**src/rtl/seg_pkg.sv**
```systemverilog
// ----------------------------------------------------------------------------
// Module : seg_pkg
// Brief  : Seven-segment code table and segment bit indices (logical, 1 = lit).
// Rev    : 1.0  initial release
// ----------------------------------------------------------------------------
`default_nettype none

package seg_pkg;

  localparam int SEG_A = 0;
  localparam int SEG_B = 1;
  localparam int SEG_C = 2;
  localparam int SEG_D = 3;
  localparam int SEG_E = 4;
  localparam int SEG_F = 5;
  localparam int SEG_G = 6;

  localparam logic [6:0] SEG_OFF = 7'h00;

  // Entry n is the {g..a} pattern for hex digit n; entry 15 is leftmost.
  localparam logic [15:0][6:0] SEG_TABLE = {
    7'h71, 7'h79, 7'h5E, 7'h39, 7'h7C, 7'h77, 7'h6F, 7'h7F,
    7'h07, 7'h7D, 7'h6D, 7'h66, 7'h4F, 7'h5B, 7'h06, 7'h3F
  };

endpackage

`default_nettype wire

```
**src/rtl/seg_hex_decode.sv**
```systemverilog
// ----------------------------------------------------------------------------
// Module : seg_hex_decode
// Brief  : Combinational hex nibble to logical seven-segment pattern.
// Rev    : 1.0  initial release
// ----------------------------------------------------------------------------
`default_nettype none

module seg_hex_decode
  import seg_pkg::*;
(
  input  logic [3:0] i_nibble,
  output logic [6:0] o_seg
);

  assign o_seg = SEG_TABLE[i_nibble];

endmodule

`default_nettype wire

```
**src/rtl/seven_segment_scan.sv**
```systemverilog
// ----------------------------------------------------------------------------
// Module : seven_segment_scan
// Brief  : Time-multiplexed N-digit hex display driver with shadow registers,
//          leading-zero blanking and selectable output polarity.
// Rev    : 1.0  initial release
// ----------------------------------------------------------------------------
`default_nettype none

module seven_segment_scan
  import seg_pkg::*;
#(
  parameter int DIGITS         = 4,
  parameter int REFRESH_DIV    = 50000,
  parameter bit SEG_ACTIVE_LOW = 1'b1,
  parameter bit AN_ACTIVE_LOW  = 1'b1
) (
  input  logic                  clk,
  input  logic                  rst,
  input  logic                  enable,
  input  logic                  load,
  input  logic [4*DIGITS-1:0]   value,
  input  logic [DIGITS-1:0]     dp,
  input  logic                  blank_lz,
  output logic [6:0]            seg,
  output logic                  dp_out,
  output logic [DIGITS-1:0]     an
);

  localparam int c_CNT_W = $clog2(REFRESH_DIV);
  localparam int c_IDX_W = (DIGITS > 1) ? $clog2(DIGITS) : 1;

  logic [c_CNT_W-1:0]       r_cnt;
  logic [c_IDX_W-1:0]       r_idx;
  logic [DIGITS-1:0][3:0]   r_value;
  logic [DIGITS-1:0]        r_dp;
  logic [6:0]               r_seg;
  logic                     r_dp_out;
  logic [DIGITS-1:0]        r_an;

  logic [DIGITS:0]          w_zero_from;
  logic                     w_blank;
  logic [3:0]               w_nib;
  logic [6:0]               w_seg_raw;
  logic [6:0]               w_seg_log;
  logic                     w_dp_log;
  logic [DIGITS-1:0]        w_an_hot;

  // w_zero_from[k] is set when every shadow nibble from k upward is zero.
  assign w_zero_from[DIGITS] = 1'b1;
  generate
    for (genvar k = 0; k < DIGITS; k++) begin : g_lz
      assign w_zero_from[k] = (r_value[k] == 4'h0) && w_zero_from[k+1];
    end
  endgenerate

  assign w_nib     = r_value[r_idx];
  assign w_blank   = blank_lz && (r_idx != '0) && w_zero_from[r_idx];
  assign w_seg_log = w_blank ? SEG_OFF : w_seg_raw;
  assign w_dp_log  = r_dp[r_idx] && !w_blank;
  assign w_an_hot  = DIGITS'(1) << r_idx;

  seg_hex_decode u_dec (
    .i_nibble (w_nib),
    .o_seg    (w_seg_raw)
  );

  always_ff @(posedge clk) begin
    if (rst) begin
      r_value <= '0;
      r_dp    <= '0;
    end else if (load) begin
      r_value <= value;
      r_dp    <= dp;
    end
  end

  always_ff @(posedge clk) begin
    if (rst) begin
      r_cnt <= '0;
      r_idx <= '0;
    end else if (enable) begin
      if (r_cnt == c_CNT_W'(REFRESH_DIV - 1)) begin
        r_cnt <= '0;
        r_idx <= (r_idx == c_IDX_W'(DIGITS - 1)) ? '0 : r_idx + 1'b1;
      end else begin
        r_cnt <= r_cnt + 1'b1;
      end
    end
  end

  // Outputs reflect the pre-edge index and shadow, one cycle behind them.
  always_ff @(posedge clk) begin
    if (rst || !enable) begin
      r_an     <= {DIGITS{AN_ACTIVE_LOW}};
      r_seg    <= {7{SEG_ACTIVE_LOW}};
      r_dp_out <= SEG_ACTIVE_LOW;
    end else begin
      r_an     <= w_an_hot ^ {DIGITS{AN_ACTIVE_LOW}};
      r_seg    <= w_seg_log ^ {7{SEG_ACTIVE_LOW}};
      r_dp_out <= w_dp_log ^ SEG_ACTIVE_LOW;
    end
  end

  assign seg    = r_seg;
  assign dp_out = r_dp_out;
  assign an     = r_an;

endmodule

`default_nettype wire

```
**config.mk**
```make
export PLATFORM = sky130hd
export DESIGN_NAME = seven_segment_scan
export DESIGN_NICKNAME = d
export VERILOG_FILES = /design/src/rtl/seg_pkg.sv /design/src/rtl/seg_hex_decode.sv /design/src/rtl/seven_segment_scan.sv
export SDC_FILE = /design/constraint.sdc
export NUM_CORES = 1
export LEC_CHECK = 0
export CAP_MARGIN = 40
export CORE_MARGIN = 1
export CORE_UTILIZATION = 45
export CTS_BUF_LIST = sky130_fd_sc_hd__clkbuf_4 sky130_fd_sc_hd__clkbuf_8
export DETAILED_ROUTE_END_ITERATION = 8
export PLACE_DENSITY_LB_ADDON = 0.25
export RECOVER_POWER = 25
export SYNTH_ARGS = -nofsm -noshare
export SYNTH_HDL_FRONTEND = slang
export SYNTH_SLANG_ARGS = --single-unit
```
**constraint.sdc**
```tcl
create_clock -name clk -period 3.4 [get_ports clk]
set_input_delay 0.51 -clock clk [delete_from_list [all_inputs] [get_ports clk]]
set_output_delay 0.51 -clock clk [all_outputs]
set_load 0.02 [all_outputs]
```
# Word level (Yosys, flattened, before mapping)
# Memory sizes are Yosys's and may differ from the RTL's.
# Index checks and enable logic that the tools add are counted.
# classes
n_eq_ne	2
n_bitwise	3
order_cmp	3
reduce_logical	15
muxes	10
addsub	2
shifts	1
# op_table
operator	n
16-bit by 1-bit adder with 16-bit output, second input constant	1
16-bit == test, second input constant	1
4-bit logical NOT	4
16-bit two-way mux	1
7-bit two-way mux	2
4-bit binary-select mux with 2-bit select	1
7-bit inverter	1
1-bit logical AND	6
4-bit by 5-bit < comparator with 1-bit output, second input constant	1
1-bit binary-select mux with 2-bit select	2
2-bit by 4-bit < comparator with 1-bit output, second input constant	1
4-bit two-way mux	1
4-bit inverter	1
1-bit by 2-bit left shift with 4-bit output, first input constant	1
2-bit by 3-bit < comparator with 1-bit output, second input constant	1
2-bit by 1-bit adder with 2-bit output, second input constant	1
2-bit == test, second input constant	1
1-bit logical NOT	2
1-bit two-way mux	2
2-bit two-way mux	1
2-bit AND reduction	1
2-bit nonzero test	1
1-bit logical OR	1
1-bit inverter	1
# word_totals
out_inout_bits	12
elab_cells	47
register_bits	50
mem_bits_ro	112
n_memories	1
inputBits	25
# memory_table
name	words	width	read_ports	rd_clocked_by_memory_dff	wr	line_no	text
(no name shown)	16	7	1	0	0	seg_hex_decode.sv:15	assign o_seg = SEG_TABLE[i_nibble];

# Longest topological paths before layout
# Gate-level depths: netlist of the first run.
# depth
ltp_word	10
ltp_mapped	8
mapped_depth_nobuf	7

# By module
# Synthesis of the first run repeated with hierarchy kept, for this count alone.
# hier_totals
hier_cells	235
hier_area_um2	2349.8
# modules_own_cells
mod	area_per_inst_um2	seq_area_each_um2	instances	cells_each
seven_segment_scan	2062.0	1001.0	1	202
seg_hex_decode	287.8	0.0	1	33

# Worst setup path after synthesis of the first run
# Ideal clock, no wire load.
# synth_path
path_kind	register to register
start	register r_idx[1]
end	register r_seg[0], in the netlist seg[0]
setup_time_ns	0.135
arrival_ns	1.972
period_less_slack_ns	2.107
required_ns	3.265
n_path_buf	1
slack_ns	1.293
stages_incl_launch_ff	8
path_cell_list	dfxtp_1 clkbuf_1 mux4_2 inv_1 ha_1 or4_1 o41ai_1 o31ai_1
# synth_between
elab_chain_cells	6
word_cells_on_any_way	11
classes_between	6 x mux; 1 x bitwise; 3 x reduce/logical; 1 x memory
# synth_rtl
item	line_no	text
start, declared	seven_segment_scan.sv:33	logic [c_IDX_W-1:0] r_idx;
start signal, assigned	seven_segment_scan.sv:84	r_idx <= (r_idx == c_IDX_W'(DIGITS - 1)) ? '0 : r_idx + 1'b1;
4-bit binary-select mux with 2-bit select	seven_segment_scan.sv:56	assign w_nib = r_value[r_idx];
4-bit two-way mux (implied by the code)	seven_segment_scan.sv:56	
memory read 16 x 7 bit	n/a	
7-bit two-way mux (implied by the code)	seg_hex_decode.sv:15	
7-bit two-way mux (*)	seven_segment_scan.sv:58	assign w_seg_log = w_blank ? SEG_OFF : w_seg_raw;
7-bit inverter (no line) (*)	n/a	
end signal, assigned	seven_segment_scan.sv:95	r_seg <= {7{SEG_ACTIVE_LOW}};
end signal, assigned	seven_segment_scan.sv:99	r_seg <= w_seg_log ^ {7{SEG_ACTIVE_LOW}};
end, declared	seven_segment_scan.sv:36	logic [6:0] r_seg;
# Mark *: on every way between the ends. The rest lies on a longest branch, timed or not. The select of a mux whose other input is x is not followed.
# A chain may end at the register's enable or synchronous reset.

# Worst setup path after layout of the first run
# Same ends and word-level chain as after synthesis.

==> flow_summary_export.csv, run 1 <==
group,metric,value,unit
run_status,outcome,"finished clean",
clock_tree,clkTransAtPathRegs,0.08,ns
worst_setup_path,endpoint_kind,"flip-flop",
pwr,internal-power,893.5,uW
route,avgRoutedWirePerCell,13.03,um
timing,tns,0,ns
min_path,hold_start,"r_dp[0]",
clock_tree,cts_sinks,50,
clock_tree,cts_tree,"yes",
finish,drive_gt1_share,6.690,%
global_routing,grt_pass1_wl,7631,um
worst_setup_path,timing.rr.start,"r_idx[1]",
route,route.detailed.drc,0,
synth,syn_area,0.002417,mm^2
timing,hold_viol,0,
clock_tree,htreeDepth,2,
timing,final.min_clock_period,2.349,ns
worst_setup_path,critPathKind,"reg2reg",
worst_setup_path,cpPeakStageDelay,0.70,ns
route,postRouteAntennaNets,0,
min_path,hold_depth,2,
synth,ys_seq_elements,50,
timing,drv_slew,0,
global_routing,antenna_found_initial,0,
placed_design,placed_cell_area,0.002823,mm^2
synth,yosysTopAreaCell,"dfxtp_1",
pwr,ir_drop,203.8,uV
synth,async_reset_ff_share,0,%
clock_tree,numCtsBuffers,5,
pwr,power_leakage,0.001113,uW
finish,antennaDiodeCount,0,
worst_setup_path,path_cells,"mux4_2 > inv_1 > ha_1 > or4_1 > o41ai_1 > o31ai_1",
die,ios,37,
pwr,netSwitchingPower,274.0,uW
timing,rsz0062_at_grt,"no",
synth,synth_flop_cell,"dfxtp_1",
route,dr.first_iter.drc_count,103,
min_path,hold_path_end,"r_dp[0]",
pwr,pwr-share-seq,53.7,%
placed_design,gp_congestion,0.8130,
worst_setup_path,startpoint_type,"flip-flop",
timing,max-slew-margin-rel,8.938,%
synth,ys_top_cells_by_area,"dfxtp_1, mux2i_1, nor2_1, ha_1, mux4_2",
synth,synthesis.nets,286,
synth,synth_edf_count,0,
finish,final_cells,354,
global_routing,grt_remaining_overflow,0,
synth,syn-mean-instance-area,9.669,um^2
timing,setup_ws,1.051,ns
synth,synth_cell_types,42,
synth,yosys_warnings,0,
pwr,clkPwrFrac,34.0,%
timing,setup_viol_count_final,0,
worst_setup_path,r2r_cells,6,
worst_setup_path,crit_slowest_cell,"dfxtp_1",
clock_tree,clock_latency,0.30,ns
die,die_w,75.29,um
worst_setup_path,rrSetupSlack,1.05,ns
global_routing,grt_pass1_vias,1622,
finish,finalNetCount,319,
timing,min_period_over_period,69.08,%
placed_design,pre_cts_slack,1.036,ns
finish,stdcell_area,0.002929,mm^2
worst_setup_path,cp_max_fo,16,
synth,seq_area_frac_synth,41.41,%
pwr,sw_frac_of_total,23.47,%
worst_setup_path,reg2reg_to,"seg[0]",
placed_design,dp.cells,346,
route,routed_wl,4612,um
die,dieArea,0.005669,mm^2
synth,yosys.area.top_type_share,41.41,%
clock_tree,root_buffer,"clkbuf_8",
global_routing,track_usage,17.92,%
worst_setup_path,required,3.57,ns
route,vias_per_cell,5.257,
placed_design,io_buffers,36,
pwr,p_per_area,398.6,mW/mm^2
route,num_vias,1861,
clock_tree,postCtsHoldBufs,0,
die,initial_core_util,47.03,%
die,die_h,75.29,um
min_path,min_path_type,"reg2reg",
clock_tree,clockBufferDepth,2,
synth,syn_inst,250,
timing,fmax,0.4258,GHz
clock_tree,cts-resized-gates,0,
clock_tree,cts_setup_buffers,0,
worst_setup_path,crit_path_start,"r_idx[1]",
timing,final.setup_skew,0.004323,ns
die,rows,26,
finish,areaGrowthSynthToFinish,21.17,%
flow_run,maxCapViolCount,0,
timing,worst_slew_pin_slew,1.366,ns
route,dr.pass1.iters,4,
placed_design,dpl.hpwl,3263,um
pwr,power_frac_comb,12.3,%
global_routing,grt_max_degree,26,
die,core,0.005140,mm^2
worst_setup_path,cp.arrival,2.51,ns
-- cell usage after synthesis (all sizes together), types with 2 or more instances --
cell / instances
o21ai: 2
o21bai: 2
o211ai: 2
or3: 3
xnor2: 9
buf: 7
and4: 4
mux2i: 26
ha: 11
nor3: 4
dfxtp: 50
nand2: 18
xor2: 6
mux4: 6
mux2: 2
nor2: 41
nand2b: 3
and3: 3
nor4: 4
clkbuf: 6
and2: 2
nand3: 7
inv: 5
nor4bb: 2
nand4: 8
a21oi: 5
-- layout by cell type, fill, tap and decap left out, drive strengths merged, types with 4 or more instances in the layout --
cell,instances
a21oi,5
and4,4
clkbuf,9
clkdlybuf4s50,34
dfxtp,50
ha,11
inv,5
mux2i,26
mux4,6
nand2,18
nand3,7
nand4,8
nor2,41
nor3,4
nor4,4
xnor2,9
xor2,6
-- registers in the layout (all words and copies together), names as in the netlist --
| signal | flops |
|---|---|
| an | 4 |
| r_value | 16 |
| dp_out | 1 |
| r_cnt | 16 |
| seg | 7 |
| r_dp | 4 |
| r_idx | 2 |
-- through the flow --
stage / hold WS [ns] / total power [uW] / util (%)
2_1_floorplan: 0.4531 / 726.1 / -
3_3_place_gp: 0.4685 / 781.2 / 54.92
3_5_place_dp: 0.4825 / 784.4 / 54.92
4_1_cts: 0.5034 / 1180 / 57.06
5_1_grt: 0.5282 / 1223 / 56.99
6_report: 0.4967 / 1167 / 56.99
-- logic make-up after synthesis --
logic type | after synthesis | synth area share, %
multiplexers | 34 | 17.29
flip-flops | 50 | 41.41
AO/OA/AOI/OAI | 18 | 5.124
AND/OR/NAND/NOR | 104 | 21.58
XOR/XNOR | 15 | 5.435
buffers and inverters | 18 | 3.468
adder cells (fa/ha/maj) | 11 | 5.693
-- critical path: cells and delay by family (launching register included) --
family / cells / cell delay (ns)
buffers and inverters: 1 / 0.12
adders and majority gates: 1 / 0.26
AOI/OAI and AO/OA: 2 / 0.21
muxes: 1 / 0.41
DFF: 1 / 0.70
and+or+nand+nor: 1 / 0.51
-- routing by layer --
metal | share of wire, % | up-vias | GRT usage, %
met5 | 0 | - | 0
met4 | 1.4 | 0 | 6.379
met3 | 3.9 | 7 | 4.497
met2 | 44 | 38 | 26.49
met1 | 51 | 868 | 25.44
li1 | - | 948 | -
-- cell type report --
type	instances	area (um^2)
sequential	50	1001
fill	516	2211
timing repair buffer	39	379.1
inverter	5	18.77
clock buffer	8	110.1
tap	70	87.58
multi-input combinational	182	1333
-- how the worst max path moves through the flow --
| stage | to | slack [ns] | depth (start not counted) |
|---|---|---|---|
| detailed placement | seg[0] | 1.04 | 4 |
| floorplan | seg[0] | 1.29 | 7 |
| CTS | seg[0] | 1.07 | 6 |
| finish | seg[0] | 1.05 | 6 |
| global placement | seg[2] | 1.10 | 4 |
| global route | seg[0] | 0.92 | 6 |
-- power by group through the flow --
stage                     clock network, uW  logic (uW)  registers (uW)
after floorplan                           0        83.7             642
after global placement                    0         142             639
after detailed placement                  0         144             640
after CTS                               409         145             626
after global routing                    434         159             630
final                                   397         144             627
Note: power is estimated with default switching activity, not from simulation.
==> inputs of run 2 (changes only) <==
- clock period: 3.4 -> 2.45 ns (I/O delays scaled with it)
==> run 2 against run 1 <==
- core utilization grew 0.56 points
- first-iteration DRC count down 20%
- cell count increased by 1.4%
- sequential share of layout area shrank 0.33 points
- flip-flop and latch count unchanged
- clock skew hardly changed
- clock-buffer cell count fell by 3
- worst setup slack worse by 0.71 ns
- clock power up 40%
- critical path type unchanged
- largest cell class unchanged
- largest power group unchanged
- highest routed layer unchanged
==> flow_summary_export.csv, run 2 (synthesis gave the netlist of run 1 again) <==
group,metric,value,unit
timing,final.min_clock_period,2.112,ns
finish,final_common_cell,"dfxtp_1",
route,vias_per_cell,5.053,
die,die_w,75.29,um
worst_setup_path,cp_max_fo,17,
finish,drive_gt1_share,7.612,%
finish,final_cells,359,
timing,fmax,0.4735,GHz
die,ios,37,
clock_tree,htreeDepth,2,
clock_tree,numCtsBuffers,5,
timing,final.setup_skew,0.004574,ns
timing,worst_slew_pin_slew,0.4729,ns
finish,areaGrowthSynthToFinish,22.36,%
route,dr.first_iter.drc_count,82,
worst_setup_path,critPathKind,"reg2reg",
clock_tree,cts_setup_buffers,0,
die,die_h,75.29,um
route,dr.pass1.iters,4,
route,num_vias,1814,
clock_tree,cts_sinks,50,
die,dieArea,0.005669,mm^2
min_path,min_path_type,"reg2reg",
route,avgRoutedWirePerCell,12.37,um
global_routing,antenna_found_initial,0,
clock_tree,cts-resized-gates,0,
clock_tree,clockBufferDepth,2,
route,postRouteAntennaNets,0,
worst_setup_path,path_cells,"buf_4 > mux4_2 > mux4_2 > nand2b_4",
global_routing,grt_pass1_vias,1649,
die,rows,26,
finish,utilization,57.55,%
timing,rsz0062_at_grt,"no",
flow_run,maxCapViolCount,0,
worst_setup_path,cpPeakStageDelay,0.66,ns
worst_setup_path,cp.arrival,2.30,ns
timing,max-slew-margin-rel,68.47,%
pwr,power_leakage,0.001131,uW
worst_setup_path,cpMostUsedCell,"mux4_2",
clock_tree,root_buffer,"clkbuf_8",
placed_design,gp_congestion,0.8077,
pwr,p_per_area,550.4,mW/mm^2
worst_setup_path,crit_slowest_cell,"mux4_2",
worst_setup_path,startpoint_type,"flip-flop",
clock_tree,postCtsHoldBufs,0,
die,initial_core_util,47.03,%
global_routing,grt_pass1_wl,7748,um
placed_design,io_buffers,36,
global_routing,grt_max_degree,25,
run_status,outcome,"finished clean",
die,core,0.005140,mm^2
finish,fillers,509,
pwr,ir_drop,334.8,uV
global_routing,grt_remaining_overflow,0,
timing,setup_viol_count_final,0,
timing,drv_slew,0,
finish,finalNetCount,324,
clock_tree,cts_tree,"yes",
timing,hold_viol,0,
worst_setup_path,endpoint_kind,"flip-flop",
placed_design,dpl.hpwl,3279,um
finish,final_cell_mix,"dfxtp_1, nor2_1, clkdlybuf4s50_1, mux2i_1, nand2_1",
route,route.detailed.drc,0,
clock_tree,clkTransAtPathRegs,0.08,ns
route,routed_wl,4442,um
finish,antennaDiodeCount,0,
timing,min_period_over_period,86.21,%
worst_setup_path,required,2.64,ns
clock_tree,clock_latency,0.29,ns
timing,tns,0,ns
global_routing,track_usage,17.87,%
placed_design,dp.cells,351,
==> run 2: report_power, final <==
part	switching (uW)	internal [uW]
registers	26.3	844
clock network	256	300
logic	88.8	112
total	372	1260
==> run 2: path summary, 6_finish.rpt <==
kind	startpoint	slack, ns	endpoint	depth (start not counted)
worst max register to register	r_idx[0]	0.34	seg[3]	4
worst min-delay path	r_cnt[15]	0.50	r_cnt[15]	2
worst max-delay path	r_idx[0]	0.34	seg[3]	4
worst min register to register	r_cnt[15]	0.50	r_cnt[15]	2
==> run 2: stage by stage <==
stage                     setup WS [ns]  area [um^2]  power [uW]  hold slack, ns
after floorplan                  0.3429         2417        1008          0.4531
after global placement           0.3630         2860        1091          0.4702
after detailed placement         0.3366         2860        1093          0.4872
after CTS                        0.3243         2969        1651          0.5027
after global routing             0.1451         2958        1709          0.5262
final                            0.3379         2958        1628          0.4987
==> run 2: final cells by class <==
class | instances | area [um^2] | area share (%)
Clock inverter | 3 | 40.04 | 1.354
Sequential cell | 50 | 1001 | 33.84
Tap cell | 70 | 87.58 | 2.961
Multi-Input combinational cell | 182 | 1333 | 45.05
Timing Repair Buffer | 44 | 409.1 | 13.83
Inverter | 5 | 18.77 | 0.6345
Clock buffer | 5 | 68.82 | 2.327
==> run 2: worst max-delay path: cells and delay by family (launching register included) <==
kind / cells / cell delay (ns)
buffers and inverters: 1 / 0.28
DFF: 1 / 0.45
muxes: 2 / 1.12
and+or+nand+nor: 1 / 0.14
==> run 2: per-layer routing <==
layer / global-route usage [%] / share of wire (%)
met2: 25.69 / 42
met3: 3.704 / 3.3
met4: 4.938 / 1.2
met1: 27.06 / 54
met5: 0 / 0
==> inputs of run 3 (changes only) <==
- HOLD_SLACK_MARGIN: unset -> 0.15
- SYNTH_HIERARCHICAL: unset -> 1
==> run 3 against run 2 <==
- non-clock buffer count is 1 lower
- register-to-register slack gained 0.07 ns
- worst setup slack better by 0.058 ns
- hold slack got worse by 0.013 ns
- sequential share of layout area is 1.2 points higher
- sequential power down 0.6%
- synthesized cell count shrank 6.0%
- core utilization is 0.97 points higher
- critical path type is now in2reg
- highest routed layer unchanged
==> flow_summary_export.csv, run 3 <==
group,metric,value,unit
run_status,outcome,"finished clean",
pwr,p_per_area,526.0,mW/mm^2
synth,async_reset_ff_share,0,%
worst_setup_path,endpoint_kind,"flip-flop",
worst_setup_path,critPathKind,"in2reg",
timing,final.setup_skew,0.004732,ns
synth,synthSimpleGateAreaFrac,20.23,%
timing,max-slew-margin-rel,9.306,%
route,route.detailed.drc,0,
pwr,power,1502,uW
placed_design,io_buffers,36,
timing,fmax,0.4869,GHz
clock_tree,clock_latency,0.29,ns
pwr,ir_drop,267.1,uV
timing,setup_viol_count_final,0,
route,avgRoutedWirePerCell,12.27,um
finish,drive_gt1_share,9.524,%
worst_setup_path,cp_max_fo,20,
die,dieArea,0.005515,mm^2
clock_tree,htreeDepth,2,
timing,min_period_over_period,83.83,%
clock_tree,clockBufferDepth,2,
synth,synthMuxAreaShare,17.57,%
finish,final_cell_mix,"dfxtp_1, nor2_1, clkdlybuf4s50_1, mux2i_1, ha_1",
synth,ys_seq_elements,50,
global_routing,antenna_found_initial,0,
synth,synthAdderAreaFrac,6.390,%
timing,rsz0062_at_grt,"no",
synth,yosysTopAreaCell,"dfxtp_1",
global_routing,grt_remaining_overflow,0,
clock_tree,root_buffer,"clkbuf_8",
synth,synth_cell_types,39,
global_routing,grt_pass1_vias,1577,
timing,final.min_clock_period,2.054,ns
synth,synth_edf_count,0,
synth,syn-mean-instance-area,9.999,um^2
finish,antennaDiodeCount,0,
route,vias_per_cell,5.006,
die,die_w,74.26,um
global_routing,grt_pass1_wl,7251,um
die,core,0.004880,mm^2
placed_design,pre_cts_slack,0.3861,ns
finish,multi_input_area,0.001241,mm^2
min_path,min_path_type,"reg2reg",
route,routed_wl,4173,um
finish,final_common_cell,"dfxtp_1",
placed_design,dp.cells,333,
die,ios,37,
clock_tree,postCtsHoldBufs,0,
synth,syn_inst,235,
placed_design,gp_congestion,0.7817,
timing,drv_slew,0,
synth,synth_commonest_cells,"dfxtp_1, nor2_1, mux2i_1, ha_1",
global_routing,grt_max_degree,24,
die,initial_core_util,48.15,%
route,num_vias,1702,
synth,synthesis.nets,272,
finish,utilization,58.51,%
synth,syn_area,0.002350,mm^2
flow_run,maxCapViolCount,0,
finish,final_cells,340,
synth,ys_top_cells_by_area,"dfxtp_1, mux2i_1, ha_1, nor2_1, mux4_2",
timing,setup_ws,0.3960,ns
synth,synth.most_common_cell,"dfxtp_1",
pwr,power_leakage,0.001107,uW
clock_tree,cts_sinks,50,
worst_setup_path,cp.arrival,2.23,ns
synth,seq_area_frac_synth,42.60,%
timing,hold_viol,0,
route,dr.first_iter.drc_count,108,
synth,yosys_warnings,6,
worst_setup_path,required,2.63,ns
synth,yosys.area.top_type_share,42.60,%
clock_tree,cts-resized-gates,0,
synth,yosys.area_share.xor_xnor,5.218,%
finish,areaGrowthSynthToFinish,21.51,%
die,die_h,74.26,um
global_routing,track_usage,17.06,%
clock_tree,cts_tree,"yes",
clock_tree,clkTransAtPathRegs,0.09,ns
finish,ff_latch_area,0.001001,mm^2
placed_design,dpl.hpwl,3051,um
synth,synth_top_family_by_area,"simple AND/OR/NAND/NOR gates",
clock_tree,cts_setup_buffers,0,
finish,fillers,435,
timing,tns,0,ns
timing,worst_slew_pin_slew,1.360,ns
clock_tree,numCtsBuffers,5,
route,dr.pass1.iters,4,
worst_setup_path,startpoint_type,"input pin",
finish,finalNetCount,310,
synth,synth-compound-area-share,3.408,%
route,postRouteAntennaNets,0,
synth,synth_flop_cell,"dfxtp_1",
die,rows,25,
-- run 3: cells by family after synthesis --
kind of cell | after synthesis
compound gates | 12
xor+xnor | 14
flops | 50
mux | 33
fa+ha+maj | 12
buf+inv | 23
simple gates | 91
-- run 3: path summary, 6_finish.rpt --
kind	start	end	slack, ns	cells past startpoint
min	r_cnt[15]	r_cnt[15]	0.49	2
min reg2reg	r_cnt[15]	r_cnt[15]	0.49	2
max	load	r_value[12]	0.40	4
max reg2reg	r_idx[0]	seg[3]	0.41	6
-- run 3: cell type report --
cell class | instances | area share [%]
multi-input cells | 162 | 43.47
flip-flops and latches | 50 | 35.06
repair buffers | 43 | 14.33
well taps | 67 | 2.936
clock buffers | 5 | 2.410
inverters | 11 | 1.446
clock inverters | 2 | 0.3506
-- run 3: per-stage QoR --
step | cell area, um^2 | hold WS [ns]
4_1_cts | 2859 | 0.4869
3_5_place_dp | 2780 | 0.4719
3_3_place_gp | 2780 | 0.4659
2_1_floorplan | 2350 | 0.4475
6_report | 2855 | 0.4861
5_1_grt | 2855 | 0.5119
-- run 3: power breakdown --
part | switching, uW | leakage, uW | internal (uW)
clock | 250 | 0.0000438 | 192
sequential | 21.0 | 0.000409 | 844
combinational | 84.8 | 0.000654 | 110
-- run 3: worst max-delay path, stage by stage --
cell	delay, ns
dlygate4sd3_1	0.52
clkbuf_1	0.99
mux2i_1	0.29
nor2_1	0.06
-- run 3: routing by layer --
metal / global-route usage, % / routed length, um
met5: 0 / 0
met4: 4.403 / 25
met3: 4.065 / 145
met2: 25.25 / 1752
met1: 25.02 / 2249
